===== src/rtl/noc_pkg.sv =====
// Shared NoC definitions for the 9-bit flit datapath.
// Flit layout: bits [8:5] carry the destination address, bits [4:0] the payload.
package noc_pkg;

    localparam int FLIT_W   = 9;
    localparam int ADDR_MSB = 8;
    localparam int ADDR_LSB = 5;

    typedef logic [FLIT_W-1:0] flit_t;
    typedef logic [3:0]        noc_addr_t;

    // Extracts the address field of a flit.
    function automatic noc_addr_t flit_addr(input flit_t f);
        return f[ADDR_MSB:ADDR_LSB];
    endfunction

endpackage


===== src/rtl/rr_arbiter.sv =====
// Purely combinational rotate-priority picker.
// Searches req starting at index ptr, ascending and wrapping, and returns the
// first set bit both one-hot (gnt) and encoded (gnt_idx). Reusable by any
// router stage that needs round-robin selection.
module rr_arbiter #(
    parameter int N     = 4,
    parameter int IDX_W = (N > 1) ? $clog2(N) : 1
) (
    input  logic [N-1:0]     req,
    input  logic [IDX_W-1:0] ptr,
    output logic [N-1:0]     gnt,
    output logic [IDX_W-1:0] gnt_idx,
    output logic             gnt_valid
);

    logic [IDX_W-1:0] cand;

    // Walk the requests from ptr upward and latch onto the first one found.
    always_comb begin
        gnt       = '0;
        gnt_idx   = '0;
        gnt_valid = 1'b0;
        cand      = '0;
        for (int i = 0; i < N; i++) begin
            cand = IDX_W'((int'(ptr) + i) % N);
            if (!gnt_valid && req[cand]) begin
                gnt_valid = 1'b1;
                gnt[cand] = 1'b1;
                gnt_idx   = cand;
            end
        end
    end

endmodule


===== src/rtl/noc_merge_arbiter.sv =====
// N:1 round-robin merge arbiter for the NoC flit datapath.
// Picks one requesting input per cycle, registers its flit in a single-entry
// output stage and reports which port supplied it. Full throughput: a new flit
// can load on the same edge the held one drains.
// Optional build macro NOC_MERGE_ARB_STATS_EN adds per-port 16-bit saturating
// grant counters readable through stat_sel/stat_count.
module noc_merge_arbiter #(
    parameter int N_PORTS = 4,
    parameter int FLIT_W  = noc_pkg::FLIT_W,
    parameter int SRC_W   = $clog2(N_PORTS)
) (
    input  logic                        clk,
    input  logic                        reset,
    input  logic [N_PORTS-1:0]          in_valid,
    input  logic [N_PORTS*FLIT_W-1:0]   in_data,
    output logic [N_PORTS-1:0]          in_ready,
    output logic                        out_valid,
    output logic [FLIT_W-1:0]           out_data,
    output logic [SRC_W-1:0]            out_src,
    input  logic                        out_ready
`ifdef NOC_MERGE_ARB_STATS_EN
    ,
    input  logic [SRC_W-1:0]            stat_sel,
    output logic [15:0]                 stat_count
`endif
);

    logic [SRC_W-1:0]   ptr;
    logic [N_PORTS-1:0] gnt;
    logic [SRC_W-1:0]   gnt_idx;
    logic               gnt_valid;
    logic               load_en;
    logic               accept;
    logic [FLIT_W-1:0]  gnt_data;
    logic [SRC_W-1:0]   ptr_next;

    rr_arbiter #(
        .N     (N_PORTS),
        .IDX_W (SRC_W)
    ) u_rr (
        .req       (in_valid),
        .ptr       (ptr),
        .gnt       (gnt),
        .gnt_idx   (gnt_idx),
        .gnt_valid (gnt_valid)
    );

    // The output stage can take a flit when empty or when it drains this edge.
    assign load_en  = !out_valid || out_ready;
    assign accept   = load_en && gnt_valid;
    assign in_ready = (accept && !reset) ? gnt : '0;
    assign ptr_next = (int'(gnt_idx) == N_PORTS - 1) ? '0 : gnt_idx + 1'b1;

    // Mux the winning port's flit out of the packed input bus.
    always_comb begin
        gnt_data = in_data[int'(gnt_idx)*FLIT_W +: FLIT_W];
    end

    // Output register and round-robin pointer; pointer only moves on a transfer.
    always_ff @(posedge clk or posedge reset) begin
        if (reset) begin
            out_valid <= 1'b0;
            out_data  <= '0;
            out_src   <= '0;
            ptr       <= '0;
        end else if (accept) begin
            out_valid <= 1'b1;
            out_data  <= gnt_data;
            out_src   <= gnt_idx;
            ptr       <= ptr_next;
        end else if (out_ready) begin
            out_valid <= 1'b0;
        end
    end

`ifdef NOC_MERGE_ARB_STATS_EN
    logic [15:0] grant_cnt [N_PORTS];

    // Per-port grant counters, saturating at all-ones.
    always_ff @(posedge clk or posedge reset) begin
        if (reset) begin
            for (int i = 0; i < N_PORTS; i++) begin
                grant_cnt[i] <= '0;
            end
        end else begin
            for (int i = 0; i < N_PORTS; i++) begin
                if (accept && gnt[i] && grant_cnt[i] != 16'hFFFF) begin
                    grant_cnt[i] <= grant_cnt[i] + 16'd1;
                end
            end
        end
    end

    assign stat_count = (int'(stat_sel) < N_PORTS) ? grant_cnt[stat_sel] : 16'h0000;
`endif

endmodule


===== config.mk =====
export PLATFORM = sky130hd
export DESIGN_NAME = noc_merge_arbiter
export DESIGN_NICKNAME = d
export VERILOG_FILES = /design/src/rtl/noc_pkg.sv /design/src/rtl/rr_arbiter.sv /design/src/rtl/noc_merge_arbiter.sv
export SDC_FILE = /design/constraint.sdc
export NUM_CORES = 1
export LEC_CHECK = 0
export BUFFER_PORTS_ARGS = -buffer_cell sky130_fd_sc_hd__buf_4
export CAP_MARGIN = 10
export CORE_MARGIN = 5
export CORE_UTILIZATION = 49
export CTS_BUF_LIST = sky130_fd_sc_hd__clkbuf_8
export DETAILED_ROUTE_END_ITERATION = 8
export GPL_ROUTABILITY_DRIVEN = 0
export GPL_TIMING_DRIVEN = 0
export PLACE_DENSITY = 0.85
export SLEW_MARGIN = 10
export SYNTH_ARGS = -nofsm -noshare
export SYNTH_HDL_FRONTEND = slang
export SYNTH_SLANG_ARGS = --single-unit
export TNS_END_PERCENT = 10

===== constraint.sdc =====
create_clock -name clk -period 3.6 [get_ports clk]
set_clock_uncertainty 0.2 [all_clocks]
set_input_delay 0 -clock clk [delete_from_list [all_inputs] [get_ports clk]]
set_output_delay 0 -clock clk [all_outputs]
set_load 0.02 [all_outputs]

==> results of run 1 <==
-- cells in the mapped netlist, types with 3 or more instances --
cell type,n
nand2_1,12
inv_1,5
o221ai_2,9
a22oi_1,4
buf_6,8
o21ai_0,3
dfrtp_1,14
mux2i_1,19
nor2_1,13
a221oi_1,4
ha_1,7
-- sequential cells by signal (all words and copies together), names as in the netlist --
signal and cells:
ptr 2, out_data 9, out_valid 1, out_src 2
-- cell families (layout without fill, tap and decap cells) --
group	count (synthesis)	in the layout	synth area share
AND/OR/NAND/NOR	38	38	0.1347
XOR/XNOR	1	1	0.006371
other	0	2	0
multiplexers	24	24	0.2093
AO/OA/AOI/OAI	30	30	0.2339
adder cells (fa/ha/maj)	7	7	0.06369
flip-flops	14	14	0.2548
buffers and inverters	18	118	0.09736
-- tightest hold or removal path: cells and delay by family --
family	cells	cell delay (ns)
compound gates	1	0.19
buf+inv	1	0.10
mux	1	0.06
-- per-layer routing --
layer | track usage | vias up | routed length (um)
li1 | - | 698 | -
met4 | 0.2255 | 0 | 370
met1 | 0.2716 | 742 | 1860
met5 | 0 | - | 0
met3 | 0.05036 | 33 | 255
met2 | 0.5051 | 94 | 3053
-- power by group --
| group | internal, mW | total [mW] | leakage (nW) | switching, mW |
|---|---|---|---|---|
| logic | 0.729 | 1.49 | 0.860 | 0.758 |
| registers | 0.235 | 0.294 | 0.165 | 0.0592 |
| clock network | 0.0972 | 0.163 | 0.0288 | 0.0661 |
-- stage by stage --
stage               setup slack [ns]  cells  total power [mW]
global placement              0.6514    218             1.457
detailed placement            0.6170    218             1.506
finish                        0.1406    265             1.944
floorplan                     0.8992    132             1.202
global route                 0.01558    265             2.057
CTS                           0.1056    262             1.831
-- layout make-up --
class | count | area (um^2)
flip-flops and latches | 14 | 352.8
clock buffers | 4 | 55.05
diodes | 2 | 5.005
fillers | 138 | 437.9
repair buffers | 96 | 815.8
plain buffers | 12 | 111.4
multi-input cells | 100 | 894.6
well taps | 31 | 38.79
inverters | 6 | 22.52
-- repair_timing --
item | in CTS | in global routing
hold endpoints to repair | 24 | 0
hold buffers | 40 | 0
endpoints found under the setup margin | 0 | 9
setup buffers | 0 | 3
gates resized for setup | 0 | 4
-- how the worst min path moves through the flow --
stage | end | cells after the start
6_report | out_data[3]$_DFFE_PP0P_ | 3
2_1_floorplan | out_data[0]$_DFFE_PP0P_ | 1
4_1_cts | out_src[1]$_DFFE_PP0P_ | 3
5_1_grt | out_data[3]$_DFFE_PP0P_ | 3
3_5_place_dp | out_data[5]$_DFFE_PP0P_ | 2
3_3_place_gp | out_src[0]$_DFFE_PP0P_ | 2
==> reports/results.ini, run 1 <==
[cts]
cts_root_buf=clkbuf_8
path_clk_slew_ns=0.07
numCtsBuffers=3
clk_latency_ns=0.25
cts.htree.levels=1
cts_tree=built
ctsLongestPathBuffers=2
clock-sinks=14

[place]
postPlaceCellArea_mm2=0.001827
io_buffer_count=55
dp_hpwl_mm=2.927

[sta]
tns_ns=0
rsz0062_at_grt=false
slew_headroom=0.3953
drv_slew=0
worst_slew_pin_slew_ns=0.8973
post-route-min-period_ns=3.459
setup_viol=0
hold_violations=1
whs_ns=-0.06036
max_clock_freq_ghz=0.2891
period_share=0.9610

[synthesis]
synth_edf_count=0
synth-main-ff-cell=dfrtp_1
seq_area_frac_synth=0.2548
syn-cell-area_mm2=0.001375
synth.net_count=182
synth_top_cell_by_area=dfrtp_1
synthTopCellsByArea=dfrtp_1 25%, mux2i_1 14%, o221ai_2 9.8%, buf_6 6.6%, ha_1 6.4%
syn_inst=132
synth.avg_cell_area_um2=10.42
yosys.cell_types.count=39
postSynth.asyncResetShare=1.000
yosysTopAreaCellShare=0.2548
ys_warn_count=0
ys_ff_latch=14

[worst_hold_path]
hp-start=in_data[30]
hold_path_class=in -> reg

[drt]
drt-wirelength-per-cell_um=20.90
first_pass_iters=4
vias_per_cell=5.913
drc=0
via_count=1567
wirelength_mm=5.539
ant_nets=0
drtIter0Drc=127

[setup_path]
path_max_fanout=10
cpMostUsedCell=buf_6
cp.arrival_ns=3.39
reg2reg_depth=12
path_cells=buf_6 -> inv_1 -> ha_1 -> buf_2 -> mux4_2 -> nor2b_4 -> o21ai_2 -> nand2_2 -> buf_6 -> mux2i_1 -> dlygate4sd3_1 -> o221ai_2
cpPeakStageDelay_ns=0.60
r2r_slack_ns=0.14
path_depth=12
start_kind=register
crit_slowest_cell=dlygate4sd3_1
cpLargestDelayFamily=buffers and inverters
crit_type=reg -> reg
critPathLaunch=ptr[1]$_DFFE_PP0P_
timing.critical_path.to=out_data[6]$_DFFE_PP0P_
rr_startpoint=ptr[1]$_DFFE_PP0P_
crit_buf_inv=5
cp-end-kind=register
rr_endpoint=out_data[6]$_DFFE_PP0P_
required_ns=3.53

[cells_and_area]
design_area_mm2=0.002296
final_common_cell=buf_4
most-common-layout-cells=59 x buf_4, 38 x dlygate4sd3_1, 18 x mux2i_1, 13 x nor2_1
final_layout_size_suffix_gt1_frac=0.4181
final_nets=283
area_growth_syn_to_layout_pct=66.97
utilization=0.8398

[power]
irDropWorstVdd_uv=780.1
powerDensity_mw_per_mm2=846.5
leakage_nw=1.054

[global_route]
grt_pass1_wl_mm=8.507
first_global_vias=1646
gr-usage-all-layers=0.2799
grt_max_degree=16
antenna_found_initial=2
grt_remaining_overflow=0

[run]
cap_viol_max_count=0

[die]
die_x_um=62.98
rows=19
ioPinCount=59
coreArea_mm2=0.002734
dieArea_mm2=0.003966
start_util=0.5030
fp.dieH_um=62.98

[outcome]
status=finished with violations
violations=negative hold slack

Note: power is estimated with default switching activity, not from simulation.
==> run 2: changes to the inputs <==
==> constraint.sdc (replaced) <==
create_clock -name clk -period 3.6 [get_ports clk]
set_clock_uncertainty 0.2 [all_clocks]
set_input_delay 0 -clock clk [delete_from_list [all_inputs] [get_ports clk]]
set_output_delay 0 -clock clk [all_outputs]
set_load 0.1 [all_outputs]
==> run 2 against run 1 <==
The run now ends clean. Hold slack better by 0.15 ns. Wire length decreased by 6.9%. Clock power about the same. Combinational power increased by 27%. Non-clock buffer count decreased by 1. Critical path depth unchanged. Utilization down 0.41 points. First-iteration DRC count is 35% lower. Count of clock-buffer cells in the layout unchanged. Die area stayed put. Global-route usage is 1.6 points lower. Sequential power about the same. Critical endpoint is now out_data[2]$_DFFE_PP0P_.
==> reports/results.ini, run 2 (same netlist as run 1, synthesis figures left out) <==
[setup_path]
cpPeakStageDelay_ns=0.60  ; about the same
crit_slowest_cell=dlygate4sd3_1
crit_type=reg -> reg
start_kind=register
cpMostUsedCell=buf_6
cp-end-kind=register
cpLargestDelayFamily=buffers and inverters
required_ns=3.53  ; about the same
crit_buf_inv=5  ; unchanged
cp.arrival_ns=3.37  ; -0.02 ns
path_max_fanout=10  ; unchanged
path_cells=buf_6 -> inv_2 -> ha_1 -> buf_2 -> mux4_2 -> nor2b_4 -> o21ai_2 -> nand2_2 -> buf_6 -> mux2i_2 -> dlygate4sd3_1 -> o221ai_2

[place]
io_buffer_count=55  ; unchanged
postPlaceCellArea_mm2=0.001829  ; +0.14%
dp_hpwl_mm=2.869  ; -2.0%

[cells_and_area]
final_nets=282  ; -0.35%
n_antenna_cell=0  ; -2
most-common-layout-cells=60 x buf_4, 36 x dlygate4sd3_1, 17 x mux2i_1
reg_top3=out_data x9, out_src x2, ptr x2
final_common_cell=buf_4
final_layout_size_suffix_gt1_frac=0.4329  ; +0.01480
design_area_mm2=0.002285  ; -0.49%
area_growth_syn_to_layout_pct=66.15
largest_reg_flops=9  ; unchanged
top_register=out_data

[drt]
wirelength_mm=5.159  ; -6.9%
drc=0  ; unchanged
drtIter0Drc=82  ; -35%
first_pass_iters=4  ; unchanged
drt-wirelength-per-cell_um=19.69  ; -5.8%
ant_nets=0  ; unchanged
via_count=1482  ; -5.4%
vias_per_cell=5.656  ; -4.3%

[global_route]
first_global_vias=1650  ; +0.24%
grt_remaining_overflow=0  ; unchanged
grt_pass1_wl_mm=8.252  ; -3.0%
gr-usage-all-layers=0.2636  ; -0.01630
antenna_found_initial=0  ; -2
grt_max_degree=16  ; unchanged

[cts]
cts_tree=built
clk_latency_ns=0.25  ; about the same
numCtsBuffers=3  ; unchanged
cts.htree.levels=1  ; unchanged
ctsLongestPathBuffers=2  ; unchanged
clock-sinks=14  ; unchanged
path_clk_slew_ns=0.07  ; about the same
cts_root_buf=clkbuf_8

[sta]
max_clock_freq_ghz=0.2907  ; +0.55%
worst_slew_pin_slew_ns=0.9584  ; +0.06110 ns
hold_violations=0  ; -1
period_share=0.9557  ; -0.005280
rsz0062_at_grt=false
post-route-min-period_ns=3.440  ; -0.01901 ns
setup_viol=0  ; unchanged
drv_slew=0  ; unchanged
slew_headroom=0.3541  ; -0.04118

[power]
leakage_nw=1.050  ; -0.32%
switching_share=0.5562  ; +0.1019
comb_power_share=0.805  ; +0.040
seq_power_share=0.126  ; -0.025
powerDensity_mw_per_mm2=1026  ; +21%
irDropWorstVdd_uv=971.3  ; +25%
clockPowerShare=0.069  ; -0.015
internal-power_mw=1.041  ; -1.9%
power.total_mw=2.345  ; +21%
switching_power_mw=1.304  ; +48%

[die]
start_util=0.5030  ; unchanged
dieArea_mm2=0.003966  ; unchanged
fp.dieH_um=62.98  ; unchanged
coreArea_mm2=0.002734  ; unchanged
die_x_um=62.98  ; unchanged
ioPinCount=59  ; unchanged
rows=19  ; unchanged

[worst_hold_path]
hold_path_class=in -> reg

[outcome]
status=complete, no violations

[run]
cap_viol_max_count=0  ; unchanged

[run 2: changes by cell type in the layout (fill, tap and decap cells not counted), sizes merged]
cell         before  now
dlygate4sd3      38   36
buf              69   70
diode             2    0
[run 2: worst reg2reg max path: cells and delay by family (launching register included)]
kind                       cells  cell delay, ns
buffers and inverters          5            1.24
muxes                          2            0.70
DFF                            1            0.40
and+or+nand+nor                2            0.34
adders and majority gates      1            0.27
AOI/OAI and AO/OA              2            0.17
[run 2: layout make-up]
class	instances	area, um^2
Multi-Input combinational cell	100	900.9
Timing Repair Buffer	95	803.3
Fill cell	138	449.2
Sequential cell	14	352.8
Buffer	12	111.4
Clock buffer	4	55.05
Tap cell	31	38.79
Inverter	6	22.52
[run 2: metrics by stage]
stage          TNS (ns)  utilization  cells  hold slack [ns]  setup WS [ns]
2_1_floorplan   -0.1713            -    132          -0.3023       -0.05710
3_3_place_gp          0       0.6691    218          -0.1056         0.5636
3_5_place_dp          0       0.6691    218          -0.1035         0.4361
4_1_cts               0       0.8211    258          0.05155        0.01394
5_1_grt               0       0.8357    262          0.09847       0.002483
6_report              0       0.8357    262          0.08552         0.1596
[run 2: power by group through the flow]
stage / sequential (mW) / clock, mW / combinational [mW]
after global placement: 0.288 / 0 / 1.61
after CTS: 0.291 / 0.158 / 1.77
final: 0.295 / 0.162 / 1.89
after floorplan: 0.728 / 0 / 0.903
after global routing: 0.303 / 0.169 / 1.99
after detailed placement: 0.291 / 0 / 1.64
[run 2: path summary, 6_finish.rpt]
check,start,endpoint,slack [ns],cells after the start
setup / recovery,ptr[0]$_DFFE_PP0P_,out_data[2]$_DFFE_PP0P_,0.16,12
hold / removal,in_valid[0],ptr[1]$_DFFE_PP0P_,0.09,5
setup reg to reg,ptr[0]$_DFFE_PP0P_,out_data[2]$_DFFE_PP0P_,0.16,12
hold reg to reg,out_data[7]$_DFFE_PP0P_,out_data[7]$_DFFE_PP0P_,0.30,2
max in group asynchronous,reset,ptr[1]$_DFFE_PP0P_,2.58,3
min in group asynchronous,reset,out_src[0]$_DFFE_PP0P_,0.18,3
[run 2: timing repair]
item,in CTS,in global routing
endpoints found under the hold margin,24,0
setup buffers,0,4
hold buffers,36,0
endpoints found under the setup margin,0,11
resized for setup,0,5
[run 2: routing by layer]
layer / track usage / up-vias / part of all wire / routed length (um)
met1: 0.2773 / 723 / 0.36 / 1836
li1: - / 689 / - / -
met3: 0.05755 / 12 / 0.049 / 254
met4: 0.1167 / 0 / 0.032 / 165
met2: 0.4897 / 58 / 0.56 / 2902
met5: 0 / - / 0 / 0
